<file path="src/rtl/if_fetch_ctrl.sv">
`default_nettype none
// ============================================================================
//  Module      : if_fetch_ctrl
//  Description : IF-stage fetch sequencer. Runs the instruction-memory
//                request/response handshake, generates the PC / IF-ID enable,
//                selects the next-PC source, absorbs ID back-pressure and
//                discards responses made stale by a redirect.
//  Revision    : 1.0 - initial release
// ============================================================================
module if_fetch_ctrl #(
   parameter int TIMEOUT = 64,
   parameter int CNT_W   = 32
) (
   input  logic             CLK,
   input  logic             RSTn,
   input  logic             START,
   input  logic             STALL_ID,
   input  logic             REDIRECT_EXE,
   input  logic             PREDICT_TAKEN,
   input  logic             MEM_READY,
   input  logic             VALID,
   output logic             MEM_REQ,
   output logic             EN_IF,
   output logic             S0,
   output logic             S1,
   output logic             FLUSH_ID,
   output logic             BUSY,
   output logic             TIMEOUT_ERR,
   output logic [CNT_W-1:0] FETCH_CNT
);

   // Timer holds 0 .. TIMEOUT-1
   localparam int               TMR_W      = (TIMEOUT > 2) ? $clog2(TIMEOUT) : 1;
   localparam logic [TMR_W-1:0] C_TMR_LAST = TMR_W'(TIMEOUT - 1);

   localparam logic [1:0] C_SEL_SEQ  = 2'b00;
   localparam logic [1:0] C_SEL_PRED = 2'b01;
   localparam logic [1:0] C_SEL_EXE  = 2'b10;

   typedef enum logic [2:0] {
      ST_IDLE  = 3'd0,
      ST_ISSUE = 3'd1,
      ST_WAIT  = 3'd2,
      ST_HOLD  = 3'd3,
      ST_KILL  = 3'd4
   } state_t;

   state_t           state_q, state_d;
   logic [TMR_W-1:0] tmr_q, tmr_d;
   logic [CNT_W-1:0] cnt_q, cnt_d;
   logic             mem_req_q, mem_req_d;
   logic             busy_q, busy_d;
   logic             err_q, err_d;

   logic             redirect;
   logic             deliver;
   logic             expired;
   logic             en_if;
   logic             flush;
   logic [1:0]       sel;

   // Next-state, Mealy strobes and next values of the registered outputs
   always_comb begin
      state_d  = state_q;
      err_d    = err_q;
      redirect = 1'b0;
      deliver  = 1'b0;
      en_if    = 1'b0;
      flush    = 1'b0;
      sel      = C_SEL_SEQ;

      // A response that never arrives is fatal: the sequencer stops dead,
      // even if a redirect shows up in the same cycle.
      expired = ((state_q == ST_WAIT) || (state_q == ST_KILL)) &&
                !VALID && (tmr_q == C_TMR_LAST);

      if (expired) begin
         state_d = ST_IDLE;
         err_d   = 1'b1;
      end else begin
         case (state_q)
            ST_IDLE: begin
               if (START && !err_q) state_d = ST_ISSUE;
            end
            ST_ISSUE: begin
               redirect = REDIRECT_EXE;
               // An accepted request launched under a redirect is already stale
               if (MEM_READY) state_d = REDIRECT_EXE ? ST_KILL : ST_WAIT;
            end
            ST_WAIT: begin
               if (REDIRECT_EXE) begin
                  redirect = 1'b1;
                  state_d  = VALID ? ST_ISSUE : ST_KILL;
               end else if (VALID) begin
                  if (!STALL_ID) begin
                     deliver = 1'b1;
                     state_d = ST_ISSUE;
                  end else begin
                     state_d = ST_HOLD;
                  end
               end
            end
            ST_HOLD: begin
               if (REDIRECT_EXE) begin
                  redirect = 1'b1;
                  state_d  = ST_ISSUE;
               end else if (!STALL_ID) begin
                  deliver = 1'b1;
                  state_d = ST_ISSUE;
               end
            end
            ST_KILL: begin
               redirect = REDIRECT_EXE;
               if (VALID) state_d = ST_ISSUE;
            end
            default: state_d = ST_IDLE;
         endcase
      end

      if (redirect) begin
         en_if = 1'b1;
         flush = 1'b1;
         sel   = C_SEL_EXE;
      end else if (deliver) begin
         en_if = 1'b1;
         sel   = PREDICT_TAKEN ? C_SEL_PRED : C_SEL_SEQ;
      end

      cnt_d = deliver ? (cnt_q + CNT_W'(1)) : cnt_q;

      // Timer restarts on every entry to WAIT/KILL and counts while staying
      if (((state_d == ST_WAIT) || (state_d == ST_KILL)) && (state_d == state_q))
         tmr_d = tmr_q + TMR_W'(1);
      else
         tmr_d = '0;

      mem_req_d = (state_d == ST_ISSUE);
      busy_d    = (state_d != ST_IDLE);
   end

   // State and registered outputs; reset abandons any outstanding response
   always_ff @(posedge CLK or posedge RSTn) begin
      if (RSTn) begin
         state_q   <= ST_IDLE;
         tmr_q     <= '0;
         cnt_q     <= '0;
         mem_req_q <= 1'b0;
         busy_q    <= 1'b0;
         err_q     <= 1'b0;
      end else begin
         state_q   <= state_d;
         tmr_q     <= tmr_d;
         cnt_q     <= cnt_d;
         mem_req_q <= mem_req_d;
         busy_q    <= busy_d;
         err_q     <= err_d;
      end
   end

   assign MEM_REQ     = mem_req_q;
   assign BUSY        = busy_q;
   assign TIMEOUT_ERR = err_q;
   assign FETCH_CNT   = cnt_q;
   assign EN_IF       = en_if;
   assign FLUSH_ID    = flush;
   assign S0          = sel[0];
   assign S1          = sel[1];

endmodule
`default_nettype wire

</file>
<file path="config.mk">
export PLATFORM = sky130hd
export DESIGN_NAME = if_fetch_ctrl
export DESIGN_NICKNAME = d
export VERILOG_FILES = /design/src/rtl/if_fetch_ctrl.sv
export SDC_FILE = /design/constraint.sdc
export NUM_CORES = 1
export LEC_CHECK = 0
export CAP_MARGIN = 20
export CORE_ASPECT_RATIO = 1.25
export CORE_MARGIN = 2
export CORE_UTILIZATION = 50
export DETAILED_ROUTE_END_ITERATION = 10
export GPL_ROUTABILITY_DRIVEN = 0
export PLACE_DENSITY = 0.79
export SYNTH_ARGS = -nofsm -noshare
export SYNTH_HDL_FRONTEND = slang
export SYNTH_SLANG_ARGS = --single-unit
</file>
<file path="constraint.sdc">
create_clock -name CLK -period 2.9 [get_ports CLK]
set_input_delay 0.87 -clock CLK [delete_from_list [all_inputs] [get_ports CLK]]
set_output_delay 0.87 -clock CLK [all_outputs]
set_load 0.005 [all_outputs]
</file>
; Word-level counts from Yosys, hierarchy flattened
; Index checks and enable logic that the tools add are counted.
; W data, S select, Z words.
[word_totals]
regBits = 44
elab_cells = 57
output_inout_bits = 39
[op_classes]
n_reduce_logical = 12
n_eq_ne = 9
mux = 28
n_addsub = 2
[op_table]
columns = op, count
row1 = $add A32 B1 Y32 const B, 1
row2 = $mux W3, 10
row3 = $pmux W3 S5, 1
row4 = $mux W1, 12
row5 = $eq A3 B2 Y1 const B, 3
row6 = $add A6 B1 Y6 const B, 1
row7 = $eq A3 B1 Y1 const B, 2
row8 = $eq A3 B3 Y1 const B, 2
row9 = $eq A6 B6 Y1 const B, 1
row10 = $mux W6, 1
row11 = $logic_and A1 B1 Y1, 4
row12 = $mux W2, 2
row13 = $pmux W1 S2, 2
row14 = $reduce_or A2 Y1, 2
row15 = $eq A3 B3 Y1, 1
row16 = $logic_not A3 Y1, 1
row17 = $reduce_bool A3 Y1, 1
row18 = $logic_not A1 Y1, 2
row19 = $logic_or A1 B1 Y1, 2

; Logic depth before layout (Yosys ltp)
[logic_depth]
ltp_word = 9
depth_mapped = 6

; Worst setup path before layout
; OpenSTA, ideal clock, no wires.
[synth_timing]
path_kind = input -> output
startpoint = in REDIRECT_EXE
endpoint = out S0
stages = 3
setup_slack_ps = 324
t_required_ps = 2030
t_arrival_ps = 1706
path_buffers = 0
cell_sequence = or3b_4 > nor2_2 > and2_1
[synth_between]
elab_chain_len = 5
[synth_lines]
columns = item, line_no
row1 = from (decl), 18  ; input logic REDIRECT_EXE,
row2 = "$mux W1, on equally long branches", "104, 91"
row3 = $pmux W1 S2, 81  ; case (state_q)
row4 = $mux W1, 77  ; if (expired) begin
row5 = $mux W1, 124  ; end else if (deliver) begin
row6 = $mux W2 *, 120  ; if (redirect) begin
row7 = to (decl), 24  ; output logic S0,
; Every way passes the cells marked *; elsewhere a longest branch is shown, timed or not.

; Final worst setup path
[layout_timing]
startpoint = in STALL_ID
endpoint = out S0
[layout_between]
elab_chain_len = 7
[layout_lines]
columns = item, line_no
row1 = from (decl), 17  ; input logic STALL_ID,
row2 = $mux W1 *, "95, 107"
row3 = $mux W1, 94  ; end else if (VALID) begin
row4 = $mux W1, 91  ; if (REDIRECT_EXE) begin
row5 = $pmux W1 S2 *, 81
row6 = $mux W1 *, 77
row7 = $mux W1 *, 124
row8 = $mux W2 *, 120
; Marked as above.

==> results_dict.tcl <==
set metrics [dict create \
    power.total_mw 1.49 \
    hold_violations 0 \
    synth_seq_cells 44 \
    required_ps 2030 \
    crit_arrival_ps 1990 \
    min_to "tmr_q[0]$_DFF_PP0_" \
    rows 26 \
    ant_nets 0 \
    max_cap_viol_count 0 \
    clock_sinks 44 \
    grt_antenna_before_repair 0 \
    min_period_ps 2860 \
    die-area_sq_um 4870 \
    clk_pin_slew_ps 70 \
    routed-via-count 1705 \
    die_h_um 77.5 \
    cts_max_level 2 \
    busiest_layer "met2" \
    port-buffer-count 46 \
    r2r_end "FETCH_CNT[12]$_DFFE_PP0P_" \
    startpoint_type "input pin" \
    grt_usage_pct 20.0 \
    tightestPinTransition_ps 546 \
    via_per_inst 5.45 \
    worst_path_max_delay_cell "clkdlybuf4s50_1" \
    grt_pass1_wl_um 7790 \
    period_share_pct 98.7 \
    cts_made_buffers 5 \
    r2r_setup_slack_ps 840 \
    syn-cell-area_sq_um 2160 \
    vdd_drop_max_uv 368 \
    drtIter0Drc 68 \
    syn_to_final_growth_pct 32.6 \
    slew_violations 0 \
    synth.avg_cell_area_sq_um 10.9 \
    critPathKind "input pin to output port" \
    core_sq_um 4130 \
    num-nets-final 266 \
    use_met2_pct 35.2 \
    rsz0062_at_grt "false" \
    worstHoldPathType "flip-flop to flip-flop" \
    drtPass1Iterations 4 \
    hpwlAfterDp_um 3240 \
    yosys_warnings 0 \
    ys_async_sr_fraction_pct 100 \
    grt_pass1_vias 1665 \
    clock_skew_ps 10.8 \
    synth_top_area_share_pct 50.9 \
    leakagePower_nw 1.23 \
    yosysSeqAreaShare_pct 50.9 \
    wl_um 4430 \
    status "finished clean" \
    final_common_cell "dfrtp_1" \
    yosys.area.top_type "dfrtp_1" \
    r2r-start "state_q[1]$_DFF_PP0_" \
    io_pins 47 \
    use_met1_pct 24.5 \
    synth_edf_count 0 \
    clk_path_buf_depth 2 \
    fin_area_sq_um 2870 \
    route.detailed.drc 0 \
    hold_path_startpoint "tmr_q[0]$_DFF_PP0_" \
    hold_depth 1 \
    synthFlopType "dfrtp_1" \
    critPathMaxFanout 4 \
    synth_cells 198 \
    max_freq_mhz 349 \
    die_w_um 62.8 \
    final_cell_mix "dfrtp_1 (44), clkdlybuf4s50_1 (40), xnor2_1 (31), nand3_1 (17), nand4_1 (15)" \
    cts_tree "done" \
    power_density_nw_per_um2 519 \
    placedInstanceArea_sq_um 2730 \
    r2r_cells 7 \
    clock-root-buffer "clkbuf_8" \
    grt_overflow 0 \
    drive_above_1_share_pct 13.6 \
    grt_max_degree 45 \
    setup_violations 0 \
    wire_per_inst_um 14.2 \
    worstPathCellList "clkdlybuf4s50_1 -> o21bai_2 -> nor2_4 -> and2_1 -> clkdlybuf4s15_2" \
    antenna_cells 0 \
    setup.worst_path.end_class "output port" \
    gr-usage-met3_pct 3.19 \
    slew_headroom_pct 63.6 \
    syn_nets 208 \
    synthTopCellsByArea "dfrtp_1 (51%), xnor2_1 (13%), nand4_1 (4.3%), nand3_1 (3.9%), nor4_4 (2.9%)" \
    clock_latency_ps 300 \
    cpPeakStageDelay_ps 420 \
    synth_cell_types 40 \
    start_util_pct 52.4 \
]
==> area by class of cell <==
| type | instances | area, sq um |
|---|---|---|
| fill | 340 | 1260 |
| sequential | 44 | 1100 |
| multi-input combinational | 143 | 1030 |
| timing repair buffer | 58 | 542 |
| clock buffer | 6 | 72.6 |
| tap | 56 | 70.1 |
| clock inverter | 2 | 35.0 |
| inverter | 4 | 15.0 |
==> what timing repair did <==
item	CTS	global route
buffers inserted	1	0
endpoints found under the setup margin	4	0
gates resized for setup	17	0
hold buffers	0	0
==> critical path, delay by kind of cell <==
family / cells / cell delay [ps]
buffers and inverters: 2 / 610
and+or+nand+nor: 2 / 260
AOI/OAI and AO/OA: 1 / 250
==> cell usage after synthesis, types with 2 or more instances <==
library cell	n
and3_1	7
nor4_4	3
nor3b_1	2
xnor2_1	31
nand2_1	12
nand2b_1	2
nand4_1	15
nand4_2	2
nor2b_1	3
buf_2	2
clkbuf_1	2
buf_4	2
inv_1	4
nand3_1	17
dfrtp_1	44
o22ai_1	2
nor2_1	14
o21ai_0	6
and4_1	3
ha_1	2
xor2_1	4
==> state kept, by name (all words and copies together), names as in the netlist <==
register     flops
BUSY             1
FETCH_CNT       32
MEM_REQ          1
TIMEOUT_ERR      1
state_q          3
tmr_q            6
==> metal layers <==
| metal | part of all wire [%] | vias to the layer above |
|---|---|---|
| li1 | - | 814 |
| met5 | 0 | - |
| met4 | 1.5 | 0 |
| met3 | 4.8 | 7 |
| met1 | 42 | 828 |
| met2 | 52 | 56 |
==> where the power goes <==
part	leakage, nW	switching (mW)	internal (mW)
Clock	0.0552	0.205	0.256
Sequential	0.605	0.0654	0.658
Combinational	0.573	0.139	0.166
==> through the flow <==
| stage | hold WS (ps) | setup slack, ps | util (%) | setup TNS (ps) | instances |
|---|---|---|---|---|---|
| floorplan | 433 | 324 | - | 0 | 198 |
| global route | 487 | 0.359 | 69.4 | 0 | 313 |
| CTS | 463 | 32.3 | 69.4 | 0 | 313 |
| finish | 466 | 38.2 | 69.4 | 0 | 313 |
| detailed placement | 452 | -572 | 66.1 | -2010 | 304 |
| global placement | 452 | -427 | 66.1 | -1610 | 304 |
==> kinds of logic (layout without fill, tap and decap cells) <==
logic type	after synthesis	count (layout)	share of synthesized area, %
AND/OR/NAND/NOR	90	90	26.0
XOR/XNOR	35	35	14.2
flip-flops	44	44	50.9
buffers and inverters	11	70	2.72
AO/OA/AOI/OAI	15	15	4.51
adder cells (fa/ha/maj)	2	2	1.16
multiplexers	1	1	0.520
==> worst max-delay path by stage <==
stage / startpoint / endpoint / slack (ps) / depth (start not counted)
after global placement: VALID / EN_IF / -430 / 4
after floorplan: REDIRECT_EXE / S0 / 320 / 3
after detailed placement: VALID / EN_IF / -570 / 4
after global routing: STALL_ID / S0 / 0.4 / 5
final: STALL_ID / S0 / 40 / 5
after CTS: STALL_ID / S0 / 30 / 5
Note: power is estimated with default switching activity, not from simulation.
